$ cat src/rtl/beta_pkg.sv
`default_nettype none
// +----------------------------------------------------------------------+
// | Module : beta_pkg                                                    |
// | Brief  : Shared types and constants for the beta pipeline stages.    |
// | Rev    : 1.0  initial release                                        |
// +----------------------------------------------------------------------+
package beta_pkg;

  // Fetch-stage controller states
  typedef enum logic [1:0] {
    IF_IDLE = 2'd0,
    IF_REQ  = 2'd1,
    IF_WAIT = 2'd2
  } if_state_t;

  // addi x0, x0, 0 -- what decode sees before the first real fetch
  localparam logic [31:0] NOP_INSTR = 32'h0000_0013;

  // Uncompressed instructions only, so the PC always advances one word
  localparam int unsigned PC_STEP = 4;

endpackage : beta_pkg
`default_nettype wire

$ cat src/rtl/beta_if_stage.sv
`default_nettype none
// +----------------------------------------------------------------------+
// | Module : beta_if_stage                                               |
// | Brief  : Instruction fetch stage. Single-outstanding req/gnt/rvalid  |
// |          fetcher with redirect handling; responses that race a       |
// |          redirect are dropped.                                       |
// | Rev    : 1.0  initial release                                        |
// +----------------------------------------------------------------------+
module beta_if_stage
  import beta_pkg::*;
#(
  parameter int unsigned          DataWidth  = 32,
  parameter logic [DataWidth-1:0] BootAddr   = 32'h0000_0000,
  parameter bit                   Compressed = 1'b0
) (
  input  logic                 clk_i,
  input  logic                 rst_i,
  input  logic                 if_fetch_en_i,
  input  logic                 if_redirect_i,
  input  logic [DataWidth-1:0] if_redirect_pc_i,
  output logic                 if_imem_req_o,
  output logic [DataWidth-1:0] if_imem_addr_o,
  input  logic                 if_imem_gnt_i,
  input  logic                 if_imem_rvalid_i,
  input  logic [DataWidth-1:0] if_imem_rdata_i,
  output logic [DataWidth-1:0] if_instr_o,
  output logic                 if_new_instr_o,
  output logic [DataWidth-1:0] if_pc_o,
  output logic [DataWidth-1:0] if_next_pc_o,
  output logic                 if_stage_busy_o
);

  // Only the 32-bit, uncompressed configuration is implemented
  if (DataWidth != 32 || Compressed != 1'b0) begin : g_bad_cfg
    $error("beta_if_stage: only DataWidth=32 and Compressed=0 are supported");
  end

  localparam logic [DataWidth-1:0] STEP = DataWidth'(PC_STEP);

  if_state_t            state_q, state_d;
  logic [DataWidth-1:0] fetch_pc_q, fetch_pc_d;
  logic                 pend_q, pend_d;
  logic [DataWidth-1:0] pend_pc_q, pend_pc_d;
  logic [DataWidth-1:0] instr_q, instr_d;
  logic [DataWidth-1:0] pc_q, pc_d;
  logic [DataWidth-1:0] next_pc_q, next_pc_d;
  logic                 new_instr_q, new_instr_d;

  // Redirect targets are word aligned; the low two bits are dropped
  logic [DataWidth-1:0] redir_tgt;
  assign redir_tgt = if_redirect_pc_i & ~DataWidth'(3);

  assign if_imem_req_o   = (state_q == IF_REQ);
  assign if_imem_addr_o  = fetch_pc_q;
  assign if_stage_busy_o = (state_q != IF_IDLE);
  assign if_instr_o      = instr_q;
  assign if_new_instr_o  = new_instr_q;
  assign if_pc_o         = pc_q;
  assign if_next_pc_o    = next_pc_q;

  // Next-state logic for the fetch controller, PC and output registers
  always_comb begin
    state_d     = state_q;
    fetch_pc_d  = fetch_pc_q;
    pend_d      = pend_q;
    pend_pc_d   = pend_pc_q;
    instr_d     = instr_q;
    pc_d        = pc_q;
    next_pc_d   = next_pc_q;
    new_instr_d = 1'b0;

    unique case (state_q)
      IF_IDLE: begin
        // Nothing in flight, so a redirect can retarget the PC directly
        if (if_redirect_i) fetch_pc_d = redir_tgt;
        if (if_fetch_en_i) state_d = IF_REQ;
      end
      IF_REQ: begin
        // The request must stay stable, so a redirect is only remembered
        if (if_redirect_i) begin
          pend_d    = 1'b1;
          pend_pc_d = redir_tgt;
        end
        if (if_imem_gnt_i) state_d = IF_WAIT;
      end
      IF_WAIT: begin
        if (if_imem_rvalid_i) begin
          state_d = IF_IDLE;
          if (pend_q || if_redirect_i) begin
            // Stale response: drop it and jump to the newest target
            fetch_pc_d = if_redirect_i ? redir_tgt : pend_pc_q;
            pend_d     = 1'b0;
          end else begin
            instr_d     = if_imem_rdata_i;
            pc_d        = fetch_pc_q;
            next_pc_d   = fetch_pc_q + STEP;
            new_instr_d = 1'b1;
            fetch_pc_d  = fetch_pc_q + STEP;
          end
        end else if (if_redirect_i) begin
          pend_d    = 1'b1;
          pend_pc_d = redir_tgt;
        end
      end
      default: state_d = IF_IDLE;
    endcase
  end

  // State and datapath registers with synchronous reset
  always_ff @(posedge clk_i) begin
    if (rst_i) begin
      state_q     <= IF_IDLE;
      fetch_pc_q  <= BootAddr;
      pend_q      <= 1'b0;
      pend_pc_q   <= BootAddr;
      instr_q     <= NOP_INSTR;
      pc_q        <= BootAddr;
      next_pc_q   <= BootAddr + STEP;
      new_instr_q <= 1'b0;
    end else begin
      state_q     <= state_d;
      fetch_pc_q  <= fetch_pc_d;
      pend_q      <= pend_d;
      pend_pc_q   <= pend_pc_d;
      instr_q     <= instr_d;
      pc_q        <= pc_d;
      next_pc_q   <= next_pc_d;
      new_instr_q <= new_instr_d;
    end
  end

endmodule : beta_if_stage
`default_nettype wire

$ cat config.mk
export PLATFORM = sky130hd
export DESIGN_NAME = beta_if_stage
export DESIGN_NICKNAME = d
export VERILOG_FILES = /design/src/rtl/beta_pkg.sv /design/src/rtl/beta_if_stage.sv
export SDC_FILE = /design/constraint.sdc
export NUM_CORES = 1
export LEC_CHECK = 0
export CORE_MARGIN = 3
export CORE_UTILIZATION = 48
export DETAILED_ROUTE_END_ITERATION = 6
export PLACE_DENSITY = 0.89
export SKIP_CTS_REPAIR_TIMING = 1
export SLEW_MARGIN = 20
export SYNTH_ARGS = -nofsm -noshare
export SYNTH_HDL_FRONTEND = slang
export SYNTH_SLANG_ARGS = --single-unit
$ cat constraint.sdc
create_clock -name clk_i -period 2.3 [get_ports clk_i]
set_clock_uncertainty 0.05 [all_clocks]
set_input_delay 0.46 -clock clk_i [delete_from_list [all_inputs] [get_ports clk_i]]
set_output_delay 0.46 -clock clk_i [all_outputs]
set_load 0.1 [all_outputs]
==> run_results.csv, run 1 <==
group,metric,value,unit
setup_path,critPathRequiredTime,1.79,ns
synth,yosysSeqAreaShare,0.457,
global_routing,grt_usage,0.262,
floorplanning,start_util,0.502,
clock_tree,cts_buffer_depth,2,
setup_path,path_class,"register to output pin",
synth,syn_nets,984,
final_layout,layout-drive-gt1-share,0.226,
clock_tree,tritoncts,"done",
power,power.leakage,3.75,nW
power,vdd_drop_max,0.566,mV
setup_path,worstSetupEndpointType,"output pin",
final_layout,syn_to_final_growth,36.9,%
global_routing,grt_pass1_vias,6684,
global_routing,grt_pass1_wl,34300,microns
synth,netlist_area,0.00710,sq mm
synth,yosysWarnings,0,
min_path,min_from,"pend_pc_q[7]",
placement,port_buffers,198,
detailed_routing,antenna_left,0,
synth,synth_edf_count,0,
detailed_routing,vias,7329,
synth,ys_types,62,
detailed_routing,dr.pass1.iters,6,
clock_tree,clk_latency,0.43,ns
timing,min_period,2.14,ns
detailed_routing,highest_layer,"met4",
floorplanning,core,0.0141,sq mm
clock_tree,cts_buffers,17,
synth,synthSimpleGateAreaFrac,0.261,
setup_path,cp-start-kind,"register",
clock_tree,clk_pin_slew,0.06,ns
detailed_routing,route.met2.wl,10400,microns
floorplanning,num_rows,43,
final_layout,fill_cells,1136,
setup_path,r2r-start,"if_imem_addr_o[2]",
min_path,min_path_type,"register to register",
job,maxCapViolCount,0,
placement,routabilityCongestion,0.856,
setup_path,crit_start,"state_q[0]",
timing,fmax,466,MHz
timing,maxSlewViolCount,0,
floorplanning,io_pins,201,
run_status,status,"complete, no violations",
placement,dp.cells,1255,
timing,final-hold-violation-count,0,
timing,worstMarginPinSlew,0.651,ns
synth,synth_top_family_by_area,"simple AND/OR/NAND/NOR gates",
clock_tree,htree_levels,4,
final_layout,design_area,0.00972,sq mm
synth,synthAdderAreaFrac,0.00176,
global_routing,overflow,0,
clock_tree,cts_sinks,162,
synth,synthXorXnorAreaFrac,0.0321,
global_routing,antenna_found_initial,0,
detailed_routing,vias_per_cell,5.71,
final_layout,diodes,0,
placement,place_area,0.00914,sq mm
synth,syn_inst,913,
synth,muxShareOfSynthArea,0.00564,
setup_path,crit_fanout,10,
floorplanning,fp.dieArea,0.0163,sq mm
timing,slew_headroom,0.566,
synth,synth_flop_cell,"dfxtp_1",
synth,synth-async-reset-ratio,0,
detailed_routing,drc,0,
synth,ys_ff_latch,162,
detailed_routing,m1WireLength,9160,microns
detailed_routing,route.met3.wl,2010,microns
final_layout,final_nets,1165,
detailed_routing,drt_iter0_drc,797,
synth,synth.avg_cell_area,7.78,sq um
power,total_power,7.02,mW
final_layout,final_cells,1284,
floorplanning,fp.dieW,128,microns
timing,setup_viol,0,
power,powerDensity,723,mW/mm^2
clock_tree,cts-root-buf,"clkbuf_16",
global_routing,grt_max_degree,135,
setup_path,cp.arrival,1.63,ns
detailed_routing,drt-total-wl,22100,microns
floorplanning,die_h,128,microns
synth,synth_compound_area_frac,0.188,
placement,hpwl,15600,microns
timing,fin_crit_sh,0.932,
detailed_routing,routedWlPerCell,17.2,microns
timing,rsz0062_at_grt,"no",
timing,tns,0,ns
==> kinds of logic (layout without fill, tap and decap cells) <==
| kind of cell | after synthesis | after routing |
|---|---|---|
| XOR/XNOR | 26 | 26 |
| adder cells (fa/ha/maj) | 1 | 1 |
| buffers and inverters | 88 | 279 |
| AO/OA/AOI/OAI | 233 | 233 |
| flip-flops | 162 | 162 |
| AND/OR/NAND/NOR | 399 | 399 |
| multiplexers | 4 | 4 |
==> worst max-delay path: stages (launching register included) <==
cell and delay (ns):
dfxtp_1 0.55, inv_1 0.19, nor2_2 0.26, buf_12 0.21
==> cells in the final DEF (no fill, tap or decap), types with 3 or more instances in the layout <==
| cell type | count |
|---|---|
| a211oi_1 | 15 |
| a21o_1 | 3 |
| a21oi_1 | 138 |
| a311oi_1 | 4 |
| a31oi_1 | 6 |
| and3_1 | 10 |
| and4_1 | 4 |
| buf_12 | 11 |
| buf_4 | 166 |
| bufinv_16 | 3 |
| clkbuf_1 | 4 |
| clkbuf_16 | 17 |
| clkbuf_8 | 3 |
| clkdlybuf4s50_1 | 66 |
| dfxtp_1 | 138 |
| dfxtp_2 | 22 |
| inv_1 | 7 |
| mux2i_1 | 4 |
| nand2_1 | 235 |
| nand2b_1 | 4 |
| nand3_1 | 24 |
| nand4_1 | 9 |
| nand4_4 | 3 |
| nor2_1 | 50 |
| nor3_1 | 26 |
| nor4_1 | 8 |
| o21ai_0 | 38 |
| o22ai_1 | 3 |
| xnor2_1 | 14 |
| xor2_1 | 12 |
==> stage by stage <==
stage	util	hold slack, ns	setup slack (ns)
CTS	0.687	0.402	0.141
global placement	0.646	0.389	-0.0688
finish	0.687	0.402	0.156
global route	0.687	0.418	0.0574
floorplan	-	0.382	-0.00161
detailed placement	0.646	0.393	-0.104
==> flip-flops by register name (all words and copies together) (netlist names) <==
signal,count
if_imem_addr_o,32
if_instr_o,32
if_new_instr_o,1
if_next_pc_o,30
if_pc_o,32
pend_pc_q,32
pend_q,1
state_q,2
==> final timing paths <==
kind / endpoint / slack [ns] / cells past startpoint
setup / recovery: if_imem_req_o / 0.16 / 3
hold / removal: pend_pc_q[7] / 0.40 / 2
setup reg to reg: if_imem_addr_o[28] / 0.16 / 6
hold reg to reg: pend_pc_q[7] / 0.40 / 2
==> cell type report <==
type	instances	area (sq um)	share of cell area
tap	180	225	0.0232
multi-input combinational	663	3480	0.358
timing repair buffer	243	2130	0.219
inverter	7	26.3	0.00270
sequential	162	3280	0.337
clock buffer	24	482	0.0495
clock inverter	5	103	0.0106
==> power breakdown <==
group          total [mW]  switching [mW]  internal (mW)
logic                1.16           0.800          0.362
clock network        2.84            1.07           1.77
registers            3.02           0.123           2.90
==> per-layer routing <==
layer / global-route usage / vias to the layer above
met1: 0.345 / 3366
li1: - / 3512
met4: 0.0930 / 0
met5: 0 / -
met2: 0.426 / 400
met3: 0.0573 / 51
==> synthesized netlist by cell type, types with 3 or more instances <==
cell type	instances	area, sq um
nand2_1	236	886
dfxtp_1	162	3240
a21oi_1	138	691
nor2_1	51	191
clkbuf_1	43	161
o21ai_0	38	190
buf_2	28	140
nor3_1	26	130
nand3_1	24	120
a211oi_1	15	113
xnor2_1	14	123
xor2_1	12	105
and3_1	10	62.6
nand4_1	9	56.3
nor4_1	8	50.1
inv_1	7	26.3
a31oi_1	6	37.5
buf_4	6	45.0
a311oi_1	4	35.0
and4_1	4	35.0
buf_1	4	15.0
mux2i_1	4	40.0
nand2b_1	4	25.0
a21o_1	3	22.5
and2_1	3	18.8
nand4_4	3	63.8
o22ai_1	3	18.8
Note: power is estimated with default switching activity, not from simulation.
==> run 2: changes to the inputs <==
- TNS_END_PERCENT: default -> 50
==> run 2 against run 1 <==
Wire length up 1.3%. Clock power about the same. Worst setup slack gained 0.026 ns. Register-to-register slack improved by 0.03 ns. Critical endpoint is now if_imem_addr_o[22]. Hold slack gained 0.0010 ns. First-iteration DRC count is 5.9% higher.
==> run_results.csv, run 2 (synthesized netlist as in run 1, its figures left out) <==
group,metric,value,unit
final_layout,fin_util,0.694,
power,seq_power_share,0.430,
global_routing,grt_pass1_wl,35100,microns
clock_tree,cts_buffer_depth,2,
setup_path,crit_fanout,8,
final_layout,diodes,0,
final_layout,design_area,0.00982,sq mm
timing,fmax,472,MHz
floorplanning,die_h,128,microns
clock_tree,htree_levels,4,
timing,worstMarginPinSlew,0.656,ns
min_path,whs_path_depth,2,
detailed_routing,dr.pass1.iters,5,
floorplanning,io_pins,201,
setup_path,cp.arrival,2.42,ns
floorplanning,num_rows,43,
min_path,min_path_type,"register to register",
setup_path,max_stage_delay,0.46,ns
setup_path,worstSetupEndpointType,"register",
power,p_sw_frac,0.291,
min_path,min_to,"if_pc_o[28]",
detailed_routing,drt_iter0_drc,844,
timing,fin_crit_sh,0.921,
job,maxCapViolCount,0,
timing,min_period,2.12,ns
setup_path,crit_slowest_cell,"or3_4",
timing,slew_headroom,0.563,
setup_path,rr_endpoint,"if_imem_addr_o[22]",
placement,place_area,0.00923,sq mm
power,combPwrFrac,0.168,
floorplanning,core,0.0141,sq mm
detailed_routing,routedWlPerCell,17.3,microns
setup_path,path_cells,"ha_1 > nand3_1 > or3_4 > or3_4 > o31a_1 > o22ai_1",
power,power.switching,2.04,mW
timing,final-hold-violation-count,0,
clock_tree,clk_latency,0.43,ns
setup_path,path_common_cell,"or3_4",
clock_tree,cts-root-buf,"clkbuf_16",
clock_tree,tritoncts,"done",
global_routing,antenna_found_initial,0,
floorplanning,fp.dieArea,0.0163,sq mm
timing,setup_viol,0,
final_layout,layout-drive-gt1-share,0.235,
final_layout,final_nets,1174,
final_layout,final_common_cell,"nand2_1",
setup_path,r2r-start,"if_imem_addr_o[2]",
global_routing,overflow,0,
detailed_routing,vias_per_cell,5.70,
placement,routabilityCongestion,0.855,
final_layout,syn_to_final_growth,38.3,%
global_routing,grt_max_degree,135,
final_layout,most-common-layout-cells,"nand2_1 (235), buf_4 (173), dfxtp_1 (140)",
run_status,status,"complete, no violations",
detailed_routing,drc,0,
setup_path,rr_worst_depth,6,
global_routing,grt_pass1_vias,6685,
setup_path,critPathRequiredTime,2.60,ns
power,powerDensity,713,mW/mm^2
floorplanning,start_util,0.502,
setup_path,path_buf_inv,0,
clock_tree,clk_pin_slew,0.06,ns
global_routing,grt_usage,0.268,
detailed_routing,drt-total-wl,22400,microns
power,vdd_drop_max,0.669,mV
timing,maxSlewViolCount,0,
placement,port_buffers,198,
power,clock_power_share,0.402,
setup_path,critPathTopFamily,"simple AND/OR/NAND/NOR gates",
detailed_routing,vias,7384,
min_path,min_from,"if_pc_o[28]",
final_layout,fill_cells,1122,
power,p_int,4.97,mW
placement,hpwl,15700,microns
clock_tree,cts_sinks,162,
setup_path,cp-start-kind,"register",
timing,rsz0062_at_grt,"no",
detailed_routing,antenna_left,0,
floorplanning,fp.dieW,128,microns
power,power.leakage,3.82,nW
clock_tree,cts_buffers,17,
setup_path,r2r_slack,0.18,ns
setup_path,path_class,"register to register",
run 2: cell types whose count changed in the layout (fill, tap and decap cells not counted), sizes merged:
cell and delta:
clkbuf -3, bufinv -1, clkinv +6, buf +9
run 2: cell type report:
class	count	area [sq um]	share of cell area
multi-input cells	663	3490	0.355
clock inverters	10	106	0.0108
clock buffers	21	482	0.0490
flip-flops and latches	162	3280	0.334
well taps	180	225	0.0229
inverters	7	26.3	0.00268
repair buffers	252	2220	0.226
run 2: routing by layer:
metal	wire, microns	up-vias	GRT usage
met4	459	0	0.0874
met1	9220	3432	0.360
met5	0	-	0
met3	2020	42	0.0539
li1	-	3516	-
met2	10700	394	0.434
run 2: tightest hold or removal path: stages (launching register included):
cell     delay (ns)
dfxtp_1        0.31
nand2_1        0.05
a21oi_1        0.05
run 2: through the flow:
| stage | setup TNS (ns) | instances | hold WS, ns | total power, mW | setup slack, ns |
|---|---|---|---|---|---|
| floorplan | -0.0256 | 913 | 0.382 | 3.82 | -0.0240 |
| global placement | -0.421 | 1264 | 0.388 | 4.21 | -0.0306 |
| detailed placement | -2.67 | 1264 | 0.395 | 4.23 | -0.109 |
| CTS | 0 | 1295 | 0.403 | 7.03 | 0.129 |
| global route | 0 | 1295 | 0.418 | 7.22 | 0.0474 |
| finish | 0 | 1295 | 0.403 | 7.01 | 0.182 |
run 2: power by group through the flow:
stage / clock network (mW) / registers (mW) / logic, mW
5_1_grt: 2.97 / 3.02 / 1.24
3_3_place_gp: 0 / 3.06 / 1.15
3_5_place_dp: 0 / 3.07 / 1.16
2_1_floorplan: 0 / 3.43 / 0.389
4_1_cts: 2.85 / 3.01 / 1.17
6_report: 2.82 / 3.01 / 1.18
run 2: worst max path at each step:
| stage | from | endpoint | slack (ns) | cells after the start |
|---|---|---|---|---|
| 2_1_floorplan | if_imem_addr_o[25] | if_imem_addr_o[29] | -0.02 | 5 |
| 3_3_place_gp | if_redirect_i | if_imem_addr_o[19] | -0.03 | 8 |
| 3_5_place_dp | if_redirect_i | if_imem_addr_o[20] | -0.11 | 7 |
| 4_1_cts | if_imem_addr_o[2] | if_imem_addr_o[28] | 0.13 | 6 |
| 5_1_grt | state_q[1] | if_imem_addr_o[19] | 0.05 | 6 |
| 6_report | if_imem_addr_o[2] | if_imem_addr_o[22] | 0.18 | 6 |
==> run 3: changes to the inputs <==
- CORE_UTILIZATION: 48 -> 25
- PLACE_DENSITY: 0.89 -> 0.56
==> run 3 against run 2 <==
Highest routed layer is now met5. Clock-buffer cell count down 4. Clock power is 7% lower. Register-to-register slack got worse by 0.04 ns.
==> run_results.csv, run 3 (synthesized netlist as in run 1, its figures left out) <==
group,metric,value,unit
run_status,status,"complete, no violations",
timing,fmax,464,MHz
clock_tree,cts_buffers,17,
floorplanning,fp.dieW,175,microns
power,clock_power_share,0.385,
setup_path,worstSetupEndpointType,"output pin",
timing,fin_crit_sh,0.936,
timing,final-hold-violation-count,0,
power,p_sw_frac,0.317,
global_routing,grt_pass1_wl,38200,microns
global_routing,grt_pass1_vias,6595,
global_routing,grt_usage,0.158,
detailed_routing,drt_iter0_drc,528,
timing,tns,0,ns
timing,setup_viol,0,
power,combPwrFrac,0.176,
setup_path,path_class,"register to output pin",
detailed_routing,vias_per_cell,4.65,
job,maxCapViolCount,0,
min_path,min_path_type,"register to register",
setup_path,cp.arrival,1.64,ns
power,p_int,4.67,mW
final_layout,diodes,0,
timing,maxSlewViolCount,0,
timing,whs,0.401,ns
timing,worstMarginPinSlew,0.698,ns
setup_path,cp-start-kind,"register",
floorplanning,start_util,0.255,
global_routing,grt_max_degree,135,
placement,routabilityCongestion,0.804,
placement,hpwl,17900,microns
detailed_routing,drc,0,
final_layout,final_nets,1181,
global_routing,antenna_found_initial,4,
timing,rsz0062_at_grt,"no",
clock_tree,cts_buffer_depth,2,
power,power.switching,2.17,mW
placement,port_buffers,198,
final_layout,fill_cells,2941,
setup_path,crit_fanout,10,
power,vdd_drop_max,0.528,mV
detailed_routing,routedWlPerCell,16.4,microns
power,total_power,6.84,mW
final_layout,final_common_cell,"nand2_1",
global_routing,overflow,0,
floorplanning,num_rows,61,
floorplanning,io_pins,201,
detailed_routing,dr.pass1.iters,6,
detailed_routing,antenna_left,0,
placement,dp.cells,1469,
floorplanning,fp.dieArea,0.0305,sq mm
final_layout,seq_area,0.00328,sq mm
power,power.leakage,3.82,nW
setup_path,critPathRequiredTime,1.79,ns
final_layout,most-common-layout-cells,"nand2_1 (235), buf_4 (182), dfxtp_1 (140)",
detailed_routing,drt-total-wl,24600,microns
timing,min_period,2.15,ns
clock_tree,cts-root-buf,"clkbuf_16",
final_layout,design_area,0.0100,sq mm
clock_tree,htree_levels,4,
power,powerDensity,681,mW/mm^2
detailed_routing,vias,6974,
power,seq_power_share,0.439,
clock_tree,clk_pin_slew,0.07,ns
floorplanning,die_h,175,microns
clock_tree,cts_sinks,162,
final_layout,multi_input_area,0.00349,sq mm
final_layout,layout-drive-gt1-share,0.240,
final_layout,final_cells,1501,
clock_tree,tritoncts,"done",
placement,place_area,0.00950,sq mm
floorplanning,core,0.0279,sq mm
timing,slew_headroom,0.535,
clock_tree,clk_latency,0.43,ns
final_layout,syn_to_final_growth,41.4,%
## run 3: cell types whose count changed in the layout (fill, tap and decap cells not counted), sizes merged
cell and delta:
inv +6, clkbuf -4, clkinvlp +3, clkinv -2
buf +7, bufinv -2
## run 3: path summary, 6_finish.rpt
path / start / to / slack, ns / depth (start not counted)
hold / removal: pend_pc_q[17] / pend_pc_q[17] / 0.40 / 2
hold reg to reg: pend_pc_q[17] / pend_pc_q[17] / 0.40 / 2
setup / recovery: state_q[0] / if_imem_req_o / 0.15 / 3
setup reg to reg: if_imem_addr_o[2] / if_imem_addr_o[22] / 0.15 / 6
## run 3: power groups by stage
stage / clock, mW / sequential (mW) / combinational [mW]
after floorplan: 0 / 3.43 / 0.389
after global placement: 0 / 3.06 / 1.21
after detailed placement: 0 / 3.07 / 1.21
after CTS: 2.71 / 3.00 / 1.21
after global routing: 2.81 / 3.01 / 1.28
final: 2.63 / 3.00 / 1.20
## run 3: worst max-delay path: stages, from the launching register on
cell     delay [ns]
dfxtp_1        0.54
inv_1          0.18
nor2_2         0.27
buf_12         0.22
## run 3: routing by layer
layer | track usage | vias up | routed length (microns)
met5 | 0 | - | 61
met4 | 0.0416 | 8 | 318
met3 | 0.0470 | 30 | 1810
met2 | 0.251 | 226 | 11300
met1 | 0.211 | 3185 | 11100
li1 | - | 3525 | -
## run 3: final cells by class
type                    count  area share
flip-flops and latches    162       0.326
repair buffers            259       0.224
clock inverters            15      0.0107
well taps                 378      0.0471
clock buffers              17      0.0424
inverters                   7     0.00262
multi-input cells         663       0.347
## run 3: per-stage QoR
step	utilization	setup WS (ns)
2_1_floorplan	-	-0.0240
3_3_place_gp	0.341	-0.172
3_5_place_dp	0.341	-0.176
4_1_cts	0.360	0.105
5_1_grt	0.360	0.0309
6_report	0.360	0.146
